`src/rtl/ring_pkg.sv`:
```
// Shared encodings for the ring-node transmit path: source codes, port tags
// and the per-port dispatch states.
package ring_pkg;

    localparam logic [1:0] SRC_LEFT    = 2'b00;
    localparam logic [1:0] SRC_SELF    = 2'b01;
    localparam logic [1:0] SRC_RIGHT   = 2'b10;
    localparam logic [1:0] SRC_INVALID = 2'b11;

    localparam int NUM_PORTS = 3;

    typedef enum logic [1:0] {
        PORT_L = 2'd0,
        PORT_R = 2'd1,
        PORT_S = 2'd2
    } port_t;

    typedef enum logic [1:0] {
        P_IDLE   = 2'd0,
        P_STROBE = 2'd1,
        P_HOLD   = 2'd2
    } pstate_t;

endpackage

```
`src/rtl/transmitter_queue_if.sv`:
```
// Controller-side input and ring-side outputs of the transmit queue.
interface transmitter_queue_if #(
    parameter int width = 32,
    parameter int DEPTH = 4
);
    localparam int CW = $clog2(DEPTH) + 1;

    logic [width-1:0] in_sig;
    logic             in_wr;
    logic [1:0]       in_src;
    logic             in_ready;
    logic [width-1:0] out_sig_left;
    logic [width-1:0] out_sig_right;
    logic [width-1:0] out_sig_self;
    logic             send_l;
    logic             send_r;
    logic             send_s;
    logic             full;
    logic             empty;
    logic [CW-1:0]    count;
    logic             drop;

    modport master (
        output in_sig, in_wr, in_src,
        input  in_ready, out_sig_left, out_sig_right, out_sig_self,
        input  send_l, send_r, send_s, full, empty, count, drop
    );

    modport slave (
        input  in_sig, in_wr, in_src,
        output in_ready, out_sig_left, out_sig_right, out_sig_self,
        output send_l, send_r, send_s, full, empty, count, drop
    );
endinterface

```
`src/rtl/msg_fifo.sv`:
```
// Synchronous FIFO with registered occupancy flags; push while full is
// accepted only when a pop happens in the same cycle.
module msg_fifo #(
    parameter int width = 34,
    parameter int depth = 4
) (
    input  logic                   clk,
    input  logic                   reset,
    input  logic                   push,
    input  logic                   pop,
    input  logic [width-1:0]       wdata,
    output logic [width-1:0]       rdata,
    output logic                   full,
    output logic                   empty,
    output logic [$clog2(depth):0] count
);
    localparam int AW = (depth > 1) ? $clog2(depth) : 1;
    localparam int CW = $clog2(depth) + 1;

    logic [width-1:0] mem_r [depth];
    logic [AW-1:0]    wptr_r, rptr_r;
    logic [CW-1:0]    count_r, count_nxt_s;
    logic             full_r, empty_r;
    logic             do_push_s, do_pop_s;

    assign do_pop_s  = pop && !empty_r;
    assign do_push_s = push && (!full_r || do_pop_s);

    // Occupancy after this edge
    always_comb begin
        count_nxt_s = count_r;
        case ({do_push_s, do_pop_s})
            2'b10:   count_nxt_s = count_r + CW'(1);
            2'b01:   count_nxt_s = count_r - CW'(1);
            default: count_nxt_s = count_r;
        endcase
    end

    // Pointers and flags
    always_ff @(posedge clk) begin
        if (reset) begin
            wptr_r  <= {AW{1'b0}};
            rptr_r  <= {AW{1'b0}};
            count_r <= {CW{1'b0}};
            full_r  <= 1'b0;
            empty_r <= 1'b1;
        end else begin
            if (do_push_s) wptr_r <= wptr_r + AW'(1);
            if (do_pop_s)  rptr_r <= rptr_r + AW'(1);
            count_r <= count_nxt_s;
            full_r  <= (count_nxt_s == CW'(depth));
            empty_r <= (count_nxt_s == {CW{1'b0}});
        end
    end

    // Storage array
    always_ff @(posedge clk) begin
        if (do_push_s) mem_r[wptr_r] <= wdata;
    end

    assign rdata = mem_r[rptr_r];
    assign full  = full_r;
    assign empty = empty_r;
    assign count = count_r;
endmodule

```
`src/rtl/transmitter_queue.sv`:
```
// Outbound half of a ring node: route each message at push time, queue it,
// then strobe it out on the left, right or local port in strict FIFO order.
module transmitter_queue
    import ring_pkg::*;
#(
    parameter int width      = 32,
    parameter int addr_bits  = 3,
    parameter int RING_NODES = 8,
    parameter int NODE_ID    = 0,
    parameter int DEPTH      = 4,
    parameter int HOLD       = 2
) (
    input logic                clk,
    input logic                reset,
    transmitter_queue_if.slave bus
);
    localparam int EW = width + 2;
    localparam int CW = $clog2(DEPTH) + 1;
    localparam int HW = (HOLD > 1) ? $clog2(HOLD) : 1;

    logic [addr_bits-1:0] dest_s;
    logic [31:0]          dist_s;
    logic                 invalid_s;
    port_t                tag_s;
    logic                 push_s, pop_s;
    logic [EW-1:0]        head_s;
    logic [1:0]           head_tag_s;
    logic                 full_s, empty_s;
    logic [CW-1:0]        count_s;
    logic                 drop_r;
    logic [NUM_PORTS-1:0] pop_req_s;
    logic [NUM_PORTS-1:0] send_vec_s;
    logic [width-1:0]     data_s [NUM_PORTS];

    // Destination decode; transit keeps direction, local traffic takes the shorter arc
    always_comb begin
        dest_s    = bus.in_sig[width-1 -: addr_bits];
        dist_s    = (32'(dest_s) + 32'(RING_NODES) - 32'(NODE_ID)) % 32'(RING_NODES);
        invalid_s = (32'(dest_s) >= 32'(RING_NODES)) || (bus.in_src == SRC_INVALID);
        tag_s     = PORT_S;
        if (32'(dest_s) == 32'(NODE_ID)) begin
            tag_s = PORT_S;
        end else begin
            case (bus.in_src)
                SRC_LEFT:  tag_s = PORT_R;
                SRC_RIGHT: tag_s = PORT_L;
                SRC_SELF: begin
                    if (dist_s <= 32'(RING_NODES / 2)) tag_s = PORT_R;
                    else                               tag_s = PORT_L;
                end
                default:   tag_s = PORT_S;
            endcase
        end
    end

    assign pop_s  = |pop_req_s;
    assign push_s = bus.in_wr && !invalid_s && (!full_s || pop_s);

    // Drop pulse for any write that was not stored
    always_ff @(posedge clk) begin
        if (reset) drop_r <= 1'b0;
        else       drop_r <= bus.in_wr && !push_s;
    end

    msg_fifo #(.width(EW), .depth(DEPTH)) u_fifo (
        .clk   (clk),
        .reset (reset),
        .push  (push_s),
        .pop   (pop_s),
        .wdata ({tag_s, bus.in_sig}),
        .rdata (head_s),
        .full  (full_s),
        .empty (empty_s),
        .count (count_s)
    );

    assign head_tag_s = head_s[EW-1 -: 2];

    for (genvar p = 0; p < NUM_PORTS; p++) begin : g_port
        pstate_t          state_r, state_nxt_s;
        logic [HW-1:0]    cnt_r;
        logic             send_r;
        logic [width-1:0] data_r;
        logic             free_s;

        // The last HOLD cycle doubles as idle so strobes repeat every 1+HOLD cycles
        assign free_s       = (state_r == P_IDLE) ||
                              ((state_r == P_HOLD) && (cnt_r == HW'(HOLD - 1)));
        assign pop_req_s[p] = free_s && !empty_s && (head_tag_s == 2'(p));

        // Port next-state
        always_comb begin
            state_nxt_s = state_r;
            case (state_r)
                P_IDLE: begin
                    if (pop_req_s[p]) state_nxt_s = P_STROBE;
                    else              state_nxt_s = P_IDLE;
                end
                P_STROBE: state_nxt_s = P_HOLD;
                P_HOLD: begin
                    if (pop_req_s[p])                    state_nxt_s = P_STROBE;
                    else if (cnt_r == HW'(HOLD - 1))     state_nxt_s = P_IDLE;
                    else                                 state_nxt_s = P_HOLD;
                end
                default: state_nxt_s = P_IDLE;
            endcase
        end

        // Port state, hold counter, strobe and data registers
        always_ff @(posedge clk) begin
            if (reset) begin
                state_r <= P_IDLE;
                cnt_r   <= {HW{1'b0}};
                send_r  <= 1'b0;
                data_r  <= {width{1'b0}};
            end else begin
                state_r <= state_nxt_s;
                if ((state_r == P_HOLD) && (state_nxt_s == P_HOLD)) cnt_r <= cnt_r + HW'(1);
                else                                                cnt_r <= {HW{1'b0}};
                send_r <= pop_req_s[p];
                if (pop_req_s[p]) data_r <= head_s[width-1:0];
            end
        end

        assign send_vec_s[p] = send_r;
        assign data_s[p]     = data_r;
    end

    assign bus.send_l        = send_vec_s[PORT_L];
    assign bus.send_r        = send_vec_s[PORT_R];
    assign bus.send_s        = send_vec_s[PORT_S];
    assign bus.out_sig_left  = data_s[PORT_L];
    assign bus.out_sig_right = data_s[PORT_R];
    assign bus.out_sig_self  = data_s[PORT_S];
    assign bus.full          = full_s;
    assign bus.empty         = empty_s;
    assign bus.count         = count_s;
    assign bus.in_ready      = !full_s;
    assign bus.drop          = drop_r;
endmodule

```
`src/flat_wrapper.sv`:
```
// flat-port wrapper written by rule: the top's interface ports become plain ports
module transmitter_queue_flat import ring_pkg::*;
#(
    parameter int width      = 32,
    parameter int addr_bits  = 3,
    parameter int RING_NODES = 8,
    parameter int NODE_ID    = 0,
    parameter int DEPTH      = 4,
    parameter int HOLD       = 2
)
  (clk, reset, bus_in_sig, bus_in_wr, bus_in_src, bus_in_ready, bus_out_sig_left, bus_out_sig_right, bus_out_sig_self, bus_send_l, bus_send_r, bus_send_s, bus_full, bus_empty, bus_count, bus_drop);
  transmitter_queue_if #(.width(width), .DEPTH(DEPTH)) bus_i ();
  input logic clk;
  input logic reset;
  input wire logic [$bits(bus_i.in_sig)-1:0] bus_in_sig;
  input wire logic [$bits(bus_i.in_wr)-1:0] bus_in_wr;
  input wire logic [$bits(bus_i.in_src)-1:0] bus_in_src;
  output wire logic [$bits(bus_i.in_ready)-1:0] bus_in_ready;
  output wire logic [$bits(bus_i.out_sig_left)-1:0] bus_out_sig_left;
  output wire logic [$bits(bus_i.out_sig_right)-1:0] bus_out_sig_right;
  output wire logic [$bits(bus_i.out_sig_self)-1:0] bus_out_sig_self;
  output wire logic [$bits(bus_i.send_l)-1:0] bus_send_l;
  output wire logic [$bits(bus_i.send_r)-1:0] bus_send_r;
  output wire logic [$bits(bus_i.send_s)-1:0] bus_send_s;
  output wire logic [$bits(bus_i.full)-1:0] bus_full;
  output wire logic [$bits(bus_i.empty)-1:0] bus_empty;
  output wire logic [$bits(bus_i.count)-1:0] bus_count;
  output wire logic [$bits(bus_i.drop)-1:0] bus_drop;
  assign bus_i.in_sig = bus_in_sig;
  assign bus_i.in_wr = bus_in_wr;
  assign bus_i.in_src = bus_in_src;
  assign bus_in_ready = bus_i.in_ready;
  assign bus_out_sig_left = bus_i.out_sig_left;
  assign bus_out_sig_right = bus_i.out_sig_right;
  assign bus_out_sig_self = bus_i.out_sig_self;
  assign bus_send_l = bus_i.send_l;
  assign bus_send_r = bus_i.send_r;
  assign bus_send_s = bus_i.send_s;
  assign bus_full = bus_i.full;
  assign bus_empty = bus_i.empty;
  assign bus_count = bus_i.count;
  assign bus_drop = bus_i.drop;
  transmitter_queue #(.width(width), .addr_bits(addr_bits), .RING_NODES(RING_NODES), .NODE_ID(NODE_ID), .DEPTH(DEPTH), .HOLD(HOLD)) u_core (.clk(clk), .reset(reset), .bus(bus_i));
endmodule
```
`config.mk`:
```
export PLATFORM = sky130hd
export DESIGN_NAME = transmitter_queue_flat
export DESIGN_NICKNAME = d
export VERILOG_FILES = /design/src/rtl/ring_pkg.sv /design/src/rtl/transmitter_queue_if.sv /design/src/rtl/msg_fifo.sv /design/src/rtl/transmitter_queue.sv /design/src/flat_wrapper.sv
export SDC_FILE = /design/constraint.sdc
export NUM_CORES = 1
export LEC_CHECK = 0
export BUFFER_PORTS_ARGS = -buffer_cell sky130_fd_sc_hd__buf_2
export CAP_MARGIN = 20
export CORE_MARGIN = 3
export CORE_UTILIZATION = 63
export CTS_BUF_LIST = sky130_fd_sc_hd__clkbuf_4
export CTS_CLUSTER_SIZE = 8
export DETAILED_ROUTE_END_ITERATION = 10
export PLACE_DENSITY = 0.87
export SYNTH_ARGS = -nofsm -noshare
export SYNTH_HDL_FRONTEND = slang
export SYNTH_SLANG_ARGS = --single-unit
```
`constraint.sdc`:
```
create_clock -name clk -period 8 [get_ports clk]
set_input_delay 0 -clock clk [delete_from_list [all_inputs] [get_ports clk]]
set_output_delay 0 -clock clk [all_outputs]
set_load 0.02 [all_outputs]
```
* After elaboration in Yosys (flattened, before gate mapping)
Memory sizes are Yosys's and may differ from the RTL's. A register that Yosys moved wholly into a read port is not among the register bits.
Index checks and enable logic that the tools add are counted.
** Word-level totals
- Memories kept :: 1
- Output and inout port bits :: 106
- Memory bits (read-only) :: 0
- Latch bits :: 0
- Bits of input ports :: 37
- Word-level logic and storage cells :: 105
- Memory bits (writable) :: 136
- Bits in registers :: 118
** Operators by class
- Multiplexer cells :: 20
- Bitwise gates (word level) :: 3
- $mul :: 0
- Equal/unequal tests :: 17
- Add/sub/neg operators :: 8
- Div/mod/pow operators :: 0
- Order comparisons :: 1
- Reductions and logical operators :: 37
- Shift-type cells :: 0
** Memories
- u_core.u_fifo.mem_r :: words 4, width 34, read ports 1, clocked after Yosys merged registers in 1, wr ports 1, line msg_fifo.sv:20 : logic [width-1:0] mem_r [depth];
** Operators by type and width (number)
- $pmux W2 S3 :: 4
- $eq A2 B2 Y1 const B :: 10
- $mux W2 :: 9
- $logic_and A1 B1 Y1 :: 17
- $eq A2 B1 Y1 const B :: 6
- $logic_not A2 Y1 :: 5
- $add A3 B1 Y3 const B :: 2
- $logic_not A3 Y1 :: 2
- $mux W1 :: 6
- $pmux W3 S2 :: 1
- $reduce_or A2 Y1 :: 3
- $logic_or A1 B1 Y1 :: 5
- $add A2 B1 Y2 const B :: 2
- $logic_not A1 Y1 :: 4
- $add A1 B1 Y1 const B :: 3
- $eq A3 B3 Y1 const B :: 1
- $le A3 B3 Y1 const B :: 1
- $not A1 Y1 :: 3
- $reduce_or A3 Y1 :: 1
- $sub A3 B1 Y3 const B :: 1

* Longest topological paths before layout
- Depth after elaboration :: 12
- Depth in mapped cells :: 13
- Depth with buffers taken out :: 12

* Modules after synthesis
A second synthesis with hierarchy kept.
** Second synthesis, totals
- Cell total of the unflattened synthesis :: 729
- Area total of the unflattened synthesis :: 9741.8 µm²
** Modules (own cells, without submodules)
- msg_fifo :: cells an instance 235, seq. area each 4304.1 µm², instances 1, area an instance 5500.3 µm²
- transmitter_queue :: cells an instance 494, seq. area each 2182.1 µm², instances 1, area an instance 4241.6 µm²

* Worst setup path before layout
Ideal clock, no wire load.
- Kind :: reg2reg
- Start point :: register with a tool-made name
- End point :: memory u_core.u_fifo.mem_r[0][0] (enable)
- Library setup time :: 394 ps
- Period minus slack after synthesis :: 2834 ps
- Path slack :: 5166 ps
- Data required time :: 7606 ps
- Buffers on the path :: 1
- Cell stages (with the launch flop) :: 7
- Data arrival time :: 2440 ps
- Cell sequence :: dfxtp_1 > buf_6 > mux4_2 > nor3_4 > o21ai_2 > a31oi_4 > and2_1
** RTL lines (line)
- end, declared :: msg_fifo.sv:20

==> reports/metrics.csv <==
stage,metric,value,unit
placement,Cells after DPL,997,
global_routing,pin count of the biggest net entering global routing,114,
critical_path,Crit. End Element,flop,
floorplan,initial core utilization,0.6541,
timing,fin crit period,3675,ps
layout,Synth-to-Final Area Change,21.22,%
layout,final non-filler cell area,11220,um2
synth,syn avg cell area,13.05,um2
drt,first-pass detailed-route iteration total,6,
clock_network,CTS resizes,0,
clock_network,root buf cell,clkbuf_4,
layout,fraction of layout cells with a size suffix above 1,0.3046,
layout,Finished Layout Cells,1143,
timing,fmax,272.1,MHz
layout,NumNets Final,960,
global_routing,vias in the first global route,7278,
clock_network,"CTS clk-pin slew, worst paths",70,ps
synth,"flops & latches, synth",256,
global_routing,initial antenna violation count,1,
critical_path,Slowest Stage Delay on Critical Path,950,ps
synth,syn_nets,752,
synth,Synth Cell Area,9255,um2
floorplan,Die W,127.2,um
synth,Syn Inst Count,709,
drt,# DRC,0,
placement,placed inst area,10060,um2
timing,# setup viols final,0,
floorplan,die area,16180,um2
clock_network,CTS tree,built,
critical_path,critical path class,flop to flop,
power_and_ir_drop,Max VDD drop,176.2,uV
timing,worst slew pin tran,961.4,ps
clock_network,clk buf depth,3,
power_and_ir_drop,Static Leak,4.261,nW
critical_path,CP arrival,4280,ps
timing,Fin Hold WS,77.05,ps
synth,Yosys cell types,35,
timing,TNS Setup,0,ps
floorplan,die height,127.2,um
layout,fin util,0.7929,
drt,Vias/cell,5.953,
floorplan,I/O Pins,143,
placement,GPL Wtd Cong,0.7839,
critical_path,worst path cell trace,"mux4_2, nand2_1, nand2_1, ha_1, fa_1, xnor2_1, nor2_1, xnor2_1, nor2_1, a21oi_1",
placement,pre-CTS setup slack,4319,ps
floorplan,# rows,43,
synth,number of synthesis warnings,0,
placement,I/O Buffers,142,
layout,filler instances,756,
critical_path,Worst path slowest cell,dfxtp_2,
drt,Post-Route WL,23.70,mm
timing,final setup margin,4325,ps
critical_path,Setup crit start kind,flop,
global_routing,total gr overflow,0,
timing,Final Max Slew Viols,0,
power_and_ir_drop,Pwr per Cell Area,304.8,nW/um2
global_routing,total track usage,0.2963,
timing,Layout Skew,28.67,ps
outcome,status,completed,
clock_network,worst skew pair latency,680,ps
global_routing,first-pass GRT wire length,36.94,mm
floorplan,Core ar.,14150,um2
drt,Detail Route Antenna Nets,0,
critical_path,worst path bufs/invs,0,
job,max cap viols,0,
timing,Slew Limit Headroom,0.3591,
drt,vias after detailed routing,6804,
critical_path,critical path's top delay family,flip-flops,
clock_network,Clock Sink Count,256,
timing,Fin. Hold Viols,0,
drt,drt first-iter violations,760,
synth,register area share after synthesis,0.7008,
critical_path,Worst EP required,8600,ps
critical_path,crit-path max FO,35,
timing,unrepaired setup endpoints after global routing,no,
min_path,Min-Delay Path Class,input pin to flop,
clock_network,htree depth,2,
placement,Post-DP HPWL,14.16,mm
drt,routed len/inst,20.74,um
power_and_ir_drop,total power,3.419,mW
clock_network,CTS buffer count,59,
timing,fin crit share,0.4594,
## metal layers
layer / wire length [um] / up-vias / track usage
li1: - / 2954 / -
met1: 8248 / 3269 / 0.3418
met2: 12340 / 446 / 0.5078
met3: 1859 / 135 / 0.06773
met4: 1260 / 0 / 0.1760
met5: 0 / - / 0
## state kept, by name, indices dropped and copies added (netlist names), 2 cells and up, named ones only
signal                    flops
u_core.bus.out_sig_right     32
u_core.u_fifo.wptr_r          2
u_core.g_port.state_r         6
u_core.u_fifo.rptr_r          2
u_core.u_fifo.count           3
u_core.u_fifo.mem_r         136
u_core.g_port.cnt_r           3
u_core.bus.out_sig_self      32
u_core.bus.out_sig_left      32
## path summary, 6_finish.rpt
path | cells past startpoint | startpoint | endpoint | slack, ps
max | 10 | flop | u_core.u_fifo.empty | 4320
min | 2 | bus_in_sig[19] | u_core.u_fifo.mem_r[0][19] | 80
max reg2reg | 10 | flop | u_core.u_fifo.empty | 4320
min reg2reg | 2 | u_core.bus.out_sig_right[11] | u_core.bus.out_sig_right[11] | 450
## logic make-up (layout without fill, tap and decap cells)
group,after synthesis,count (layout),share of synthesized area
xor+xnor,3,3,0.002840
mux,41,41,0.09220
fa+ha+maj,6,6,0.008923
buf+inv,47,300,0.02312
flops,256,256,0.7008
other cells,0,1,0
compound gates,108,108,0.06300
simple gates,248,248,0.1091
## synthesized netlist by cell type, drive strengths merged
master  number  area, um2
nor3         4      31.28
edfxtp     136       4084
o21ba        2      20.02
xor2         1      8.760
mux4        35      788.3
inv          6      22.52
o211a        1      10.01
nor2b        5      31.28
a31oi        1      21.27
ha           5      62.56
a211oi       1      7.510
o21ai        1      8.760
mux2         1      15.01
clkbuf      22      82.58
and3         3      18.77
mux2i        5      50.05
nand2b       2      12.51
a21oi      100      500.5
a21o         1      7.510
xnor2        2      17.52
o211ai       1      7.510
nand2      201      754.5
buf         19      108.9
nor2        20      77.58
and3b        1      12.51
dfxtp      120       2402
fa           1      20.02
and2         7      43.80
nor3b        1      7.510
nand3        4      20.02
## timing repair
item                      CTS  global route
hold buffers               38             0
hold endpoints to repair  141             0
buffers inserted            0             0
## area by class of cell
type | count | area [um2] | share of cell area
Timing Repair Buffer | 188 | 1174 | 0.1046
Tap cell | 180 | 225.2 | 0.02007
Sequential cell | 256 | 6489 | 0.5783
Clock buffer | 91 | 683.2 | 0.06089
Inverter | 6 | 22.52 | 0.002007
Multi-Input combinational cell | 406 | 2560 | 0.2282
Antenna cell | 1 | 2.502 | 0.0002230
Clock inverter | 15 | 63.81 | 0.005688
## layout by cell type (no fill, tap or decap), types with 2 or more instances in the layout
cell type      netlist  routed
nand2_1            201     201
buf_2               15     141
edfxtp_1           136     136
dfxtp_1            120     118
a21oi_1            100     100
clkbuf_4             0      91
dlygate4sd3_1        0      38
mux4_2              35      35
nor2_1              19      19
clkinv_1             0      12
buf_4                3       8
inv_1                6       6
nor2b_1              5       5
mux2i_1              5       5
ha_1                 5       5
and2_2               0       4
nand3_1              4       4
nor3_1               3       3
and2_1               6       3
and3_1               3       3
nand2b_1             2       2
o21ba_2              2       2
xnor2_1              2       2
dfxtp_2              0       2
clkinvlp_4           0       2
## where the power goes
part / leakage (nW) / switching, mW / total (mW) / internal, mW
sequential: 2.22 / 0.0861 / 1.61 / 1.52
clock: 0.442 / 0.500 / 1.02 / 0.516
combinational: 1.60 / 0.503 / 0.794 / 0.290
total: 4.26 / 1.09 / 3.42 / 2.33
Power figures use the tool's default switching activity.
